## src/rtl/card_dealer.sv

```systemverilog
// 52-card dealer: draws each card once, picking it with an LFSR probe and
// falling back to a linear scan so that every draw has bounded latency.
module card_dealer #(
  parameter logic [15:0] LFSR_SEED = 16'hACE1,
  parameter int unsigned MAX_TRIES = 8
) (
  input  logic       clk,
  input  logic       reset,
  input  logic       deal_req,
  output logic       deal_ready,
  input  logic       shuffle_req,
  output logic       card_valid,
  output logic [5:0] card_index,
  output logic [3:0] card_rank,
  output logic [1:0] card_suit,
  output logic [3:0] card_points,
  output logic [5:0] cards_left,
  output logic       deck_empty,
  output logic       busy
);

  localparam logic [15:0] SEED_EFF   = (LFSR_SEED == 16'h0000) ? 16'h0001 : LFSR_SEED;
  localparam logic [7:0]  TRIES_LAST = 8'(MAX_TRIES - 1);

  typedef enum logic [2:0] {
    S_IDLE  = 3'd0,
    S_PROBE = 3'd1,
    S_SCAN  = 3'd2,
    S_EMIT  = 3'd3,
    S_SHUF  = 3'd4
  } state_e;

  function automatic logic [15:0] lfsr_next(input logic [15:0] v);
    logic [15:0] n;
    n = {1'b0, v[15:1]};
    if (v[0]) begin
      n = n ^ 16'hB400;
    end else begin
      n = n;
    end
    return n;
  endfunction

  function automatic logic [1:0] suit_of(input logic [5:0] i);
    logic [1:0] s;
    if (i >= 6'd39) begin
      s = 2'd3;
    end else if (i >= 6'd26) begin
      s = 2'd2;
    end else if (i >= 6'd13) begin
      s = 2'd1;
    end else begin
      s = 2'd0;
    end
    return s;
  endfunction

  function automatic logic [3:0] rank_of(input logic [5:0] i, input logic [1:0] s);
    logic [5:0] r;
    r = i - (6'd13 * {4'd0, s}) + 6'd1;
    return r[3:0];
  endfunction

  state_e      state_q, state_d;
  logic [15:0] lfsr_q, lfsr_d;
  logic [51:0] used_q, used_d;
  logic [5:0]  left_q, left_d;
  logic [7:0]  tries_q, tries_d;
  logic [5:0]  ptr_q, ptr_d;
  logic [5:0]  idx_q, idx_d;
  logic        valid_q, ready_q, empty_q, busy_q;
  logic [5:0]  index_q;
  logic [3:0]  rank_q, points_q;
  logic [1:0]  suit_q;

  logic [5:0]  cand_s;
  logic [63:0] used_pad_s;
  logic [1:0]  suit_s;
  logic [3:0]  rank_s, points_s;

  // Candidate lookup: indices 52..63 do not exist and read as already used.
  always_comb begin
    cand_s     = lfsr_q[5:0];
    used_pad_s = {12'hFFF, used_q};
    lfsr_d     = lfsr_next(lfsr_q);
  end

  // Draw / shuffle FSM next-state logic.
  always_comb begin
    state_d = state_q;
    used_d  = used_q;
    left_d  = left_q;
    tries_d = tries_q;
    ptr_d   = ptr_q;
    idx_d   = idx_q;
    case (state_q)
      S_IDLE: begin
        if (shuffle_req) begin
          state_d = S_SHUF;
          used_d  = 52'd0;
          left_d  = 6'd52;
        end else if (deal_req && (left_q != 6'd0)) begin
          state_d = S_PROBE;
          tries_d = 8'd0;
        end else begin
          state_d = S_IDLE;
        end
      end
      S_PROBE: begin
        if (!used_pad_s[cand_s]) begin
          idx_d   = cand_s;
          state_d = S_EMIT;
        end else if (tries_q == TRIES_LAST) begin
          ptr_d   = (cand_s >= 6'd52) ? (cand_s - 6'd52) : cand_s;
          state_d = S_SCAN;
        end else begin
          tries_d = tries_q + 8'd1;
        end
      end
      S_SCAN: begin
        if (!used_pad_s[ptr_q]) begin
          idx_d   = ptr_q;
          state_d = S_EMIT;
        end else begin
          ptr_d = (ptr_q == 6'd51) ? 6'd0 : (ptr_q + 6'd1);
        end
      end
      S_EMIT: begin
        used_d  = used_q | (52'd1 << idx_q);
        left_d  = left_q - 6'd1;
        state_d = S_IDLE;
      end
      S_SHUF: begin
        state_d = S_IDLE;
      end
      default: begin
        state_d = S_IDLE;
      end
    endcase
  end

  // Card field decode of the index about to be emitted.
  always_comb begin
    suit_s   = suit_of(idx_d);
    rank_s   = rank_of(idx_d, suit_s);
    points_s = (rank_s > 4'd10) ? 4'd10 : rank_s;
  end

  // State, deck bookkeeping and registered outputs.
  always_ff @(posedge clk or negedge reset) begin
    if (!reset) begin
      state_q  <= S_IDLE;
      lfsr_q   <= SEED_EFF;
      used_q   <= 52'd0;
      left_q   <= 6'd52;
      tries_q  <= 8'd0;
      ptr_q    <= 6'd0;
      idx_q    <= 6'd0;
      valid_q  <= 1'b0;
      ready_q  <= 1'b1;
      empty_q  <= 1'b0;
      busy_q   <= 1'b0;
      index_q  <= 6'd0;
      rank_q   <= 4'd0;
      suit_q   <= 2'd0;
      points_q <= 4'd0;
    end else begin
      state_q <= state_d;
      lfsr_q  <= lfsr_d;
      used_q  <= used_d;
      left_q  <= left_d;
      tries_q <= tries_d;
      ptr_q   <= ptr_d;
      idx_q   <= idx_d;
      valid_q <= (state_d == S_EMIT);
      ready_q <= (state_d == S_IDLE) && (left_d != 6'd0);
      empty_q <= (left_d == 6'd0);
      busy_q  <= (state_d != S_IDLE);
      // Card fields only change when a new card is emitted.
      if (state_d == S_EMIT) begin
        index_q  <= idx_d;
        rank_q   <= rank_s;
        suit_q   <= suit_s;
        points_q <= points_s;
      end else begin
        index_q  <= index_q;
        rank_q   <= rank_q;
        suit_q   <= suit_q;
        points_q <= points_q;
      end
    end
  end

  assign deal_ready  = ready_q;
  assign card_valid  = valid_q;
  assign card_index  = index_q;
  assign card_rank   = rank_q;
  assign card_suit   = suit_q;
  assign card_points = points_q;
  assign cards_left  = left_q;
  assign deck_empty  = empty_q;
  assign busy        = busy_q;

endmodule

```

## config.mk

```make
export PLATFORM = sky130hd
export DESIGN_NAME = card_dealer
export DESIGN_NICKNAME = d
export VERILOG_FILES = /design/src/rtl/card_dealer.sv
export SDC_FILE = /design/constraint.sdc
export NUM_CORES = 1
export LEC_CHECK = 0
export CAP_MARGIN = 20
export CORE_MARGIN = 5
export CORE_UTILIZATION = 54
export DETAILED_ROUTE_END_ITERATION = 12
export PLACE_DENSITY = 0.76
export SYNTH_ARGS = -nofsm -noshare
export SYNTH_HDL_FRONTEND = slang
export SYNTH_SLANG_ARGS = --single-unit
```

## constraint.sdc

```tcl
create_clock -name clk -period 5.2 [get_ports clk]
set_clock_uncertainty 0.05 [all_clocks]
set_input_delay 1.04 -clock clk [delete_from_list [all_inputs] [get_ports clk]]
set_output_delay 1.04 -clock clk [all_outputs]
set_load 0.05 [all_outputs]
```

==> results.py, run 1 <==
metrics = {
    "status": {
        "outcome": "completed",
    },
    "routing": {
        "drc_errors": 0,
        "routed-wl-met2_um": 7360,
        "wl_met1_um": 6490,
        "ant_nets": 0,
        "wl_met3_um": 1420,
        "highest_layer": "met4",
        "dr_total_vias": 4820,
        "routed_wl_um": 15700,
        "firstDrtPassIters": 5,
        "wl_per_cell_um": 21.1,
        "viasPerCell": 6.49,
        "drt_iter0_markers": 474,
    },
    "critical_path": {
        "cp.required_ns": 5.56,
        "end_kind": "flop",
        "crit_type": "flop to flop",
        "cp_common_cell": "a221o_1",
        "worst-path-buf-inv": 3,
        "slowest_delay_ns": 0.64,
        "slowest_stage": "dfstp_2",
        "start_kind": "flop",
        "cp.arrival_ns": 5.54,
        "path_cells": "buf_6 -> mux4_2 -> nor2_1 -> a31o_1 -> or4_4 -> a21bo_4 -> buf_6 -> and3_1 -> a221o_1 -> o211ai_1 -> a21oi_1 -> a221o_1 -> ha_4 -> inv_2 -> fa_2 -> xnor2_2 -> xnor2_1 -> xnor2_1 -> xnor2_2 -> a221o_1",
        "path_delay_family": "compound AO/OA/AOI/OAI gates",
        "cp_max_fo": 7,
    },
    "power": {
        "total_leakage_power_nw": 3.17,
        "irDropWorstVdd_mv": 0.292,
        "power.density_nw_per_um2": 478,
        "switchingPower_mw": 1.24,
        "clkPwrFrac": 0.353,
        "internal-power_mw": 2.25,
        "power.total_mw": 3.48,
        "switching_share": 0.355,
        "comb_power_share": 0.319,
        "seq_power_share": 0.329,
    },
    "grt": {
        "antenna_found_initial": 0,
        "grt_pass1_wl_um": 25200,
        "gr-usage-all-layers": 0.247,
        "grt_max_degree": 77,
        "grt_remaining_overflow": 0,
        "grt_pass1_vias": 4788,
    },
    "placed_design": {
        "postPlaceCellArea_um2": 6440,
        "place_congestion": 0.957,
        "dp_hpwl_um": 10200,
        "dp_slack_ns": -0.0812,
        "portBuffers": 29,
    },
    "synth": {
        "synth-seq-cells": 117,
        "ys.flop_type": "dfrtp_1",
        "synthesis.area_um2": 5970,
        "syn_avg_cell_area_um2": 11.0,
        "seq_area_frac_synth": 0.493,
        "ys_types": 65,
        "syn_nets": 558,
        "yosys_warnings": 0,
        "async_flop_share": 1.00,
        "synth_edf_count": 0,
        "synth_cells": 543,
    },
    "clocking": {
        "cts.clk_slew.worst_paths_ns": 0.06,
        "htree_levels": 4,
        "clock-root-buffer": "clkbuf_8",
        "cts_hold_buf": 0,
        "numCtsBuffers": 17,
        "cts_tree": "built",
        "clock_latency_ns": 0.53,
        "cts_sinks": 117,
        "cts.path.max_buffers": 2,
    },
    "timing": {
        "slew_violations": 0,
        "max_freq_mhz": 193,
        "min_period_over_period": 0.996,
        "period_needed_ns": 5.18,
        "setup_viol": 0,
        "whs_ns": 0.302,
        "setup_slack_ns": 0.0197,
        "slew_headroom": 0.270,
        "rsz0062_at_grt": "true",
        "hold_viol": 0,
        "tightest_slew_ns": 1.09,
    },
    "final_layout": {
        "fin_area_um2": 7290,
        "fin_nets": 605,
        "areaGrowthSynthToFinish_pct": 22.1,
        "num_antenna_cells": 0,
        "multiInputGateArea_um2": 2880,
        "fill_cells": 741,
        "drive_gt1_frac": 0.229,
        "seq_area_um2": 2940,
    },
    "die": {
        "dieArea_um2": 13300,
        "fp-row-count": 38,
        "fp.coreArea_um2": 10800,
        "start_util": 0.551,
        "ios": 30,
        "dieHeight_um": 115,
        "fp.dieW_um": 115,
    },
    "run": {
        "cap_violations": 0,
    },
    "worst_hold_path": {
        "hold_path_class": "flop to flop",
    },
}
==> stage by stage <==
step | cells | util | setup TNS [ns]
after floorplan | 543 | - | 0
after global placement | 698 | 0.594 | 0
after detailed placement | 698 | 0.594 | -0.191
after CTS | 732 | 0.655 | 0
after global routing | 743 | 0.673 | -0.785
final | 743 | 0.673 | 0
==> flip-flops by register name, summed over array words and instances (netlist names), 2 cells and up <==
signal and count:
card_index 6, idx_q 6, used_q 52, cards_left 6
card_rank 4, lfsr_q 16, tries_q 8, state_q 3
card_suit 2, ptr_q 6, card_points 4
==> cells in the final DEF (no fill, tap or decap), drive strengths merged, types with 5 or more instances in the layout <==
cell type        n
a21oi           14
a221o           11
a22o            32
a31oi           11
a32o             6
and3             8
buf             38
clkbuf          20
clkdlybuf4s50   28
clkinv           8
dfrtp          105
dfstp           12
ha              10
inv             22
mux2            10
mux2i           17
mux4            17
nand2           53
nand3           15
nand3b           5
nor2            27
nor2b            5
nor3            14
nor4             7
o21ai           33
xnor2           10
==> power by group through the flow <==
stage | Clock (mW) | Sequential [mW] | Combinational (mW)
floorplan | 0 | 1.24 | 0.595
global placement | 0 | 1.15 | 0.966
detailed placement | 0 | 1.16 | 0.987
CTS | 1.23 | 1.14 | 0.996
global route | 1.28 | 1.16 | 1.19
finish | 1.23 | 1.14 | 1.11
==> final timing paths <==
path / from / to / slack, ns / cells after the start
worst max-delay path: lfsr_q[0] / card_points[1] / 0.02 / 20
worst min-delay path: lfsr_q[12] / lfsr_q[11] / 0.30 / 0
worst max register to register: lfsr_q[0] / card_points[1] / 0.02 / 20
worst min register to register: lfsr_q[12] / lfsr_q[11] / 0.30 / 0
max in group asynchronous: reset / deal_ready / 3.41 / 2
min in group asynchronous: reset / lfsr_q[12] / 0.61 / 1
==> Yosys cell counts, types with 2 or more instances <==
cell | number | share of area
nand3b_1 | 5 | 0.0063
nand2b_1 | 2 | 0.0021
a21boi_0 | 2 | 0.0025
a21o_1 | 4 | 0.0050
a22o_1 | 32 | 0.047
and3b_1 | 3 | 0.0044
dfstp_2 | 12 | 0.053
and3_1 | 8 | 0.0084
or3_1 | 4 | 0.0042
nor2_1 | 27 | 0.017
dfrtp_1 | 105 | 0.44
ha_1 | 10 | 0.021
o31ai_1 | 3 | 0.0038
o22ai_1 | 3 | 0.0031
mux2_1 | 2 | 0.0038
nand2_1 | 53 | 0.033
nor3_1 | 14 | 0.012
a221o_1 | 11 | 0.018
xor2_1 | 4 | 0.0059
a32o_1 | 6 | 0.010
nor4_1 | 7 | 0.0073
a31oi_1 | 11 | 0.012
or2_2 | 2 | 0.0021
a21oi_1 | 13 | 0.011
o21ai_0 | 32 | 0.027
mux2_2 | 8 | 0.015
mux4_2 | 17 | 0.064
buf_2 | 5 | 0.0042
buf_6 | 5 | 0.0094
clkbuf_1 | 26 | 0.016
mux2i_1 | 17 | 0.028
nand4_1 | 3 | 0.0031
buf_1 | 2 | 0.0013
nor2b_1 | 5 | 0.0052
a211oi_1 | 2 | 0.0025
inv_1 | 21 | 0.013
nor3b_1 | 4 | 0.0050
or3b_2 | 2 | 0.0029
nand3_1 | 15 | 0.013
xnor2_1 | 10 | 0.015
o32ai_1 | 2 | 0.0029
==> timing repair <==
action / in CTS / in global routing
setup endpoints to repair: 5 / 5
pin swaps: 1 / 8
setup buffers: 2 / 10
endpoints found under the hold margin: 0 / 0
gates resized for setup: 4 / 24
==> metal layers <==
layer	vias to the layer above	GRT usage
met5	-	0
met1	2403	0.338
li1	2110	-
met4	0	0.0986
met2	264	0.373
met3	43	0.0721
==> cell type report <==
type,count,share of cell area
clock inverter,12,0.0244
timing repair buffer,66,0.0793
inverter,23,0.0118
tap,140,0.0240
multi-input combinational,365,0.396
sequential,117,0.404
clock buffer,20,0.0611
==> cell families (layout without fill, tap and decap cells) <==
family,count (synthesis),in the layout,synth area share
adder cells (fa/ha/maj),11,11,0.0243
buffers and inverters,61,121,0.0457
AND/OR/NAND/NOR,156,156,0.128
flip-flops,117,117,0.493
XOR/XNOR,14,14,0.0205
AO/OA/AOI/OAI,140,140,0.177
multiplexers,44,44,0.111
(Power assumes the default switching activity.)
==> run 2, diff against run 1 <==
--- a/config.mk
+++ b/config.mk
@@ -6,7 +6,7 @@
 export NUM_CORES = 1
 export LEC_CHECK = 0
 export CAP_MARGIN = 20
-export CORE_MARGIN = 5
+export CORE_MARGIN = 4
 export CORE_UTILIZATION = 54
 export DETAILED_ROUTE_END_ITERATION = 12
 export PLACE_DENSITY = 0.76
==> results.py, run 2 (synthesized netlist as in run 1, its figures left out) <==
metrics = {
    "timing": {
        "slew_headroom": 0.186,
        "slew_violations": 0,
        "period_needed_ns": 5.17,
        "tightest_slew_ns": 1.22,
        "hold_viol": 0,
        "min_period_over_period": 0.995,
        "max_freq_mhz": 193,
        "rsz0062_at_grt": "true",
        "whs_ns": 0.293,
        "setup_viol": 0,
    },
    "clocking": {
        "htree_levels": 4,
        "numCtsBuffers": 17,
        "cts_sinks": 117,
        "clock_latency_ns": 0.54,
        "cts_hold_buf": 0,
        "clock-root-buffer": "clkbuf_8",
        "cts.clk_slew.worst_paths_ns": 0.06,
        "cts_tree": "built",
        "cts.path.max_buffers": 2,
    },
    "final_layout": {
        "seq_area_um2": 2950,
        "areaGrowthSynthToFinish_pct": 20.7,
        "drive_gt1_frac": 0.217,
        "num_antenna_cells": 0,
        "post-route-util": 0.665,
        "fin_nets": 601,
        "reg_top3": "used_q x52, lfsr_q x16, tries_q x8",
        "final_common_cell": "dfrtp_1",
        "fill_cells": 808,
        "final_cells": 739,
        "largest_reg_flops": 52,
        "largest_register": "used_q",
        "fin_area_um2": 7210,
        "multiInputGateArea_um2": 2860,
        "final_cell_mix": "dfrtp_1 (103), nand2_1 (53), a22o_1 (32)",
    },
    "power": {
        "total_leakage_power_nw": 3.14,
        "power.density_nw_per_um2": 464,
        "power.total_mw": 3.34,
        "irDropWorstVdd_mv": 0.306,
    },
    "critical_path": {
        "crit_type": "flop to flop",
        "cp_common_cell": "a221o_1",
        "r2r-start": "lfsr_q[0]",
        "cp.arrival_ns": 5.54,
        "start_kind": "flop",
        "cp.required_ns": 5.56,
        "end_kind": "flop",
        "rr_worst_depth": 21,
        "slowest_delay_ns": 0.68,
        "startpoint": "lfsr_q[0]",
        "cp_max_fo": 6,
        "slowest_stage": "dfstp_4",
        "path_cells": "buf_12 -> mux4_2 -> mux2i_1 -> a22oi_1 -> o31a_1 -> a21bo_4 -> a21oi_4 -> a221o_1 -> o211ai_1 -> a21oi_1 -> a221o_1 -> inv_1 -> ha_2 -> ha_4 -> inv_2 -> fa_2 -> xnor2_2 -> xnor2_1 -> xnor2_1 -> xnor2_2 -> a221o_1",
    },
    "routing": {
        "firstDrtPassIters": 5,
        "wl_per_cell_um": 21.5,
        "drc_errors": 0,
        "ant_nets": 0,
        "viasPerCell": 6.55,
        "drt_iter0_markers": 463,
        "routed_wl_um": 15900,
        "dr_total_vias": 4838,
    },
    "worst_hold_path": {
        "hold_path_class": "flop to flop",
        "holdPathStages": 0,
        "hold_start": "lfsr_q[12]",
    },
    "grt": {
        "grt_pass1_vias": 4847,
        "antenna_found_initial": 0,
        "gr-usage-all-layers": 0.256,
        "grt_pass1_wl_um": 25300,
        "grt_remaining_overflow": 0,
        "grt_max_degree": 86,
    },
    "placed_design": {
        "dpl.cell_count": 701,
        "dp_hpwl_um": 10300,
        "portBuffers": 29,
        "place_congestion": 0.919,
        "postPlaceCellArea_um2": 6470,
    },
    "die": {
        "start_util": 0.551,
        "fp.dieW_um": 113,
        "fp-row-count": 38,
        "ios": 30,
        "fp.coreArea_um2": 10800,
        "dieHeight_um": 113,
        "dieArea_um2": 12800,
    },
    "run": {
        "cap_violations": 0,
    },
    "status": {
        "outcome": "completed",
    },
}
[run 2: worst paths after layout]
| check | end | slack, ns |
|---|---|---|
| max | card_points[1] | 0.03 |
| min | lfsr_q[11] | 0.29 |
| max reg2reg | card_points[1] | 0.03 |
| min reg2reg | lfsr_q[11] | 0.29 |
| max in group asynchronous | cards_left[5] | 3.91 |
| min in group asynchronous | used_q[10] | 0.39 |
[run 2: report_power, final]
part | internal [mW] | total [mW] | switching [mW]
logic | 0.408 | 1.08 | 0.670
registers | 1.01 | 1.16 | 0.146
clock network | 0.701 | 1.10 | 0.404
total | 2.12 | 3.34 | 1.22
[run 2: cell type report]
class	count	share of cell area
inverters	23	0.0120
well taps	140	0.0243
clock inverters	10	0.0146
clock buffers	22	0.0628
flip-flops and latches	117	0.409
repair buffers	62	0.0810
multi-input cells	365	0.396
[run 2: per-stage QoR]
stage / TNS [ns] / worst slack, ns
2_1_floorplan: 0 / 0.252
3_3_place_gp: 0 / 0.106
3_5_place_dp: -0.277 / -0.102
4_1_cts: 0 / 0.0199
5_1_grt: -0.602 / -0.177
6_report: 0 / 0.0280
[run 2: repair_timing]
item,4_1_cts,5_1_grt
pin swaps,3,10
gates resized for setup,3,20
buffers inserted,3,2
endpoints found under the setup margin,5,5
[run 2: metal layers]
layer	GRT usage	up-vias	routed length (um)
met5	0	-	0
met1	0.340	2430	6340
met2	0.389	266	7520
met3	0.0802	42	1540
met4	0.113	0	467
li1	-	2100	-
[run 2: critical path: cells and delay by family (launching register included)]
| kind | cells | cell delay, ns |
|---|---|---|
| XOR/XNOR | 4 | 0.73 |
| AO/OA/AOI/OAI | 9 | 2.07 |
| adder cells (fa/ha/maj) | 3 | 0.64 |
| flip-flops | 1 | 0.68 |
| buffers and inverters | 3 | 0.24 |
| multiplexers | 2 | 0.64 |
==> run 3, diff against run 2 <==
--- a/config.mk
+++ b/config.mk
@@ -10,6 +10,8 @@
 export CORE_UTILIZATION = 54
 export DETAILED_ROUTE_END_ITERATION = 12
 export PLACE_DENSITY = 0.76
+export REMOVE_ABC_BUFFERS = 1
+export SKIP_CTS_REPAIR_TIMING = 1
 export SYNTH_ARGS = -nofsm -noshare
 export SYNTH_HDL_FRONTEND = slang
 export SYNTH_SLANG_ARGS = --single-unit
==> results.py, run 3 (synthesized netlist as in run 1, its figures left out) <==
metrics = {
    "die": {
        "fp.coreArea_um2": 10800,
        "dieArea_um2": 12800,
        "fp.dieW_um": 113,
        "dieHeight_um": 113,
        "fp-row-count": 38,
        "start_util": 0.551,
        "ios": 30,
    },
    "timing": {
        "hold_viol": 0,
        "slew_violations": 0,
        "tightest_slew_ns": 1.09,
        "tns_ns": 0,
        "setup_viol": 0,
        "slew_headroom": 0.273,
        "max_freq_mhz": 193,
        "whs_ns": 0.305,
        "rsz0062_at_grt": "true",
        "period_needed_ns": 5.19,
        "min_period_over_period": 0.997,
    },
    "placed_design": {
        "place_congestion": 0.944,
        "portBuffers": 29,
        "dp_hpwl_um": 10300,
    },
    "worst_hold_path": {
        "hold_path_class": "flop to flop",
    },
    "routing": {
        "firstDrtPassIters": 5,
        "routed_wl_um": 15600,
        "drc_errors": 0,
        "viasPerCell": 6.52,
        "dr_total_vias": 4821,
        "drt_iter0_markers": 464,
        "ant_nets": 0,
        "wl_per_cell_um": 21.1,
    },
    "final_layout": {
        "num_antenna_cells": 0,
        "reg_top3": "used_q x52, lfsr_q x16, tries_q x8",
        "drive_gt1_frac": 0.210,
        "largest_reg_flops": 52,
        "largest_register": "used_q",
        "post-route-util": 0.665,
        "areaGrowthSynthToFinish_pct": 20.6,
        "final_common_cell": "dfrtp_1",
        "fin_nets": 601,
        "final_cell_mix": "dfrtp_1 (104), nand2_1 (53), a22o_1 (32), buf_4 (32), o21ai_0 (31)",
    },
    "critical_path": {
        "start_kind": "flop",
        "end_kind": "flop",
        "slowest_stage": "dfstp_2",
        "cp.arrival_ns": 5.56,
        "r2r_setup_slack_ns": 0.01,
        "cp_max_fo": 7,
        "slowest_delay_ns": 0.65,
        "worst-path-buf-inv": 3,
        "path_delay_family": "compound AO/OA/AOI/OAI gates",
        "crit_type": "flop to flop",
        "cp.required_ns": 5.57,
        "path_cells": "buf_12 -> mux4_2 -> mux2i_1 -> a22oi_1 -> o31a_1 -> a21bo_4 -> a21oi_4 -> a221o_1 -> o211ai_1 -> a21oi_1 -> a221o_1 -> inv_2 -> ha_4 -> ha_4 -> inv_2 -> fa_2 -> xnor2_2 -> xnor2_1 -> xnor2_1 -> xnor2_2 -> a221o_1",
        "cp_common_cell": "a221o_1",
    },
    "clocking": {
        "cts.clk_slew.worst_paths_ns": 0.06,
        "cts_sinks": 117,
        "cts_tree": "built",
        "numCtsBuffers": 17,
        "clock_latency_ns": 0.54,
        "cts.path.max_buffers": 2,
        "htree_levels": 4,
        "clock-root-buffer": "clkbuf_8",
    },
    "power": {
        "power.density_nw_per_um2": 471,
        "irDropWorstVdd_mv": 0.299,
        "total_leakage_power_nw": 3.14,
    },
    "grt": {
        "antenna_found_initial": 0,
        "grt_pass1_vias": 4713,
        "grt_remaining_overflow": 0,
        "grt_pass1_wl_um": 24800,
        "grt_max_degree": 79,
        "gr-usage-all-layers": 0.252,
    },
    "status": {
        "outcome": "completed",
    },
    "run": {
        "cap_violations": 0,
    },
}
[run 3: where the power goes]
part           total [mW]  leakage (nW)  internal [mW]  switching (mW)
combinational        1.06          1.29          0.403           0.656
sequential           1.16          1.56           1.01           0.142
clock                1.18         0.288          0.764           0.411
total                3.39          3.14           2.18            1.21
[run 3: area by class of cell]
type                            instances  area [um^2]
Timing Repair Buffer                   62          566
Clock buffer                           23          467
Multi-Input combinational cell        365         2840
Fill cell                             777         3640
Inverter                               23         86.3
Clock inverter                          9          125
Sequential cell                       117         2940
Tap cell                              140          175
[run 3: per-layer routing]
layer  track usage  share of wire  routed length [um]  vias to the layer above
met3        0.0722          0.097                1520                       43
met4         0.119          0.030                 468                        0
met2         0.375           0.46                7240                      285
met1         0.341           0.41                6390                     2386
li1              -              -                   -                     2107
met5             0              0                   0                        -
[run 3: path summary, 6_finish.rpt]
kind,startpoint,end,cells after the start
max in group asynchronous,reset,used_q[49],2
max,lfsr_q[0],card_points[1],21
min reg2reg,lfsr_q[9],lfsr_q[8],0
min in group asynchronous,reset,lfsr_q[9],1
min,lfsr_q[9],lfsr_q[8],0
max reg2reg,lfsr_q[0],card_points[1],21
[run 3: per-stage QoR]
stage | power, mW | cell area [um^2] | std cells | worst slack (ns)
6_report | 3.39 | 7200 | 739 | 0.0139
5_1_grt | 3.54 | 7200 | 739 | -0.187
4_1_cts | 3.34 | 7050 | 731 | -0.0816
3_5_place_dp | 2.16 | 6460 | 699 | -0.0271
3_3_place_gp | 2.13 | 6460 | 699 | 0.177
2_1_floorplan | 1.79 | 5790 | 505 | -0.446
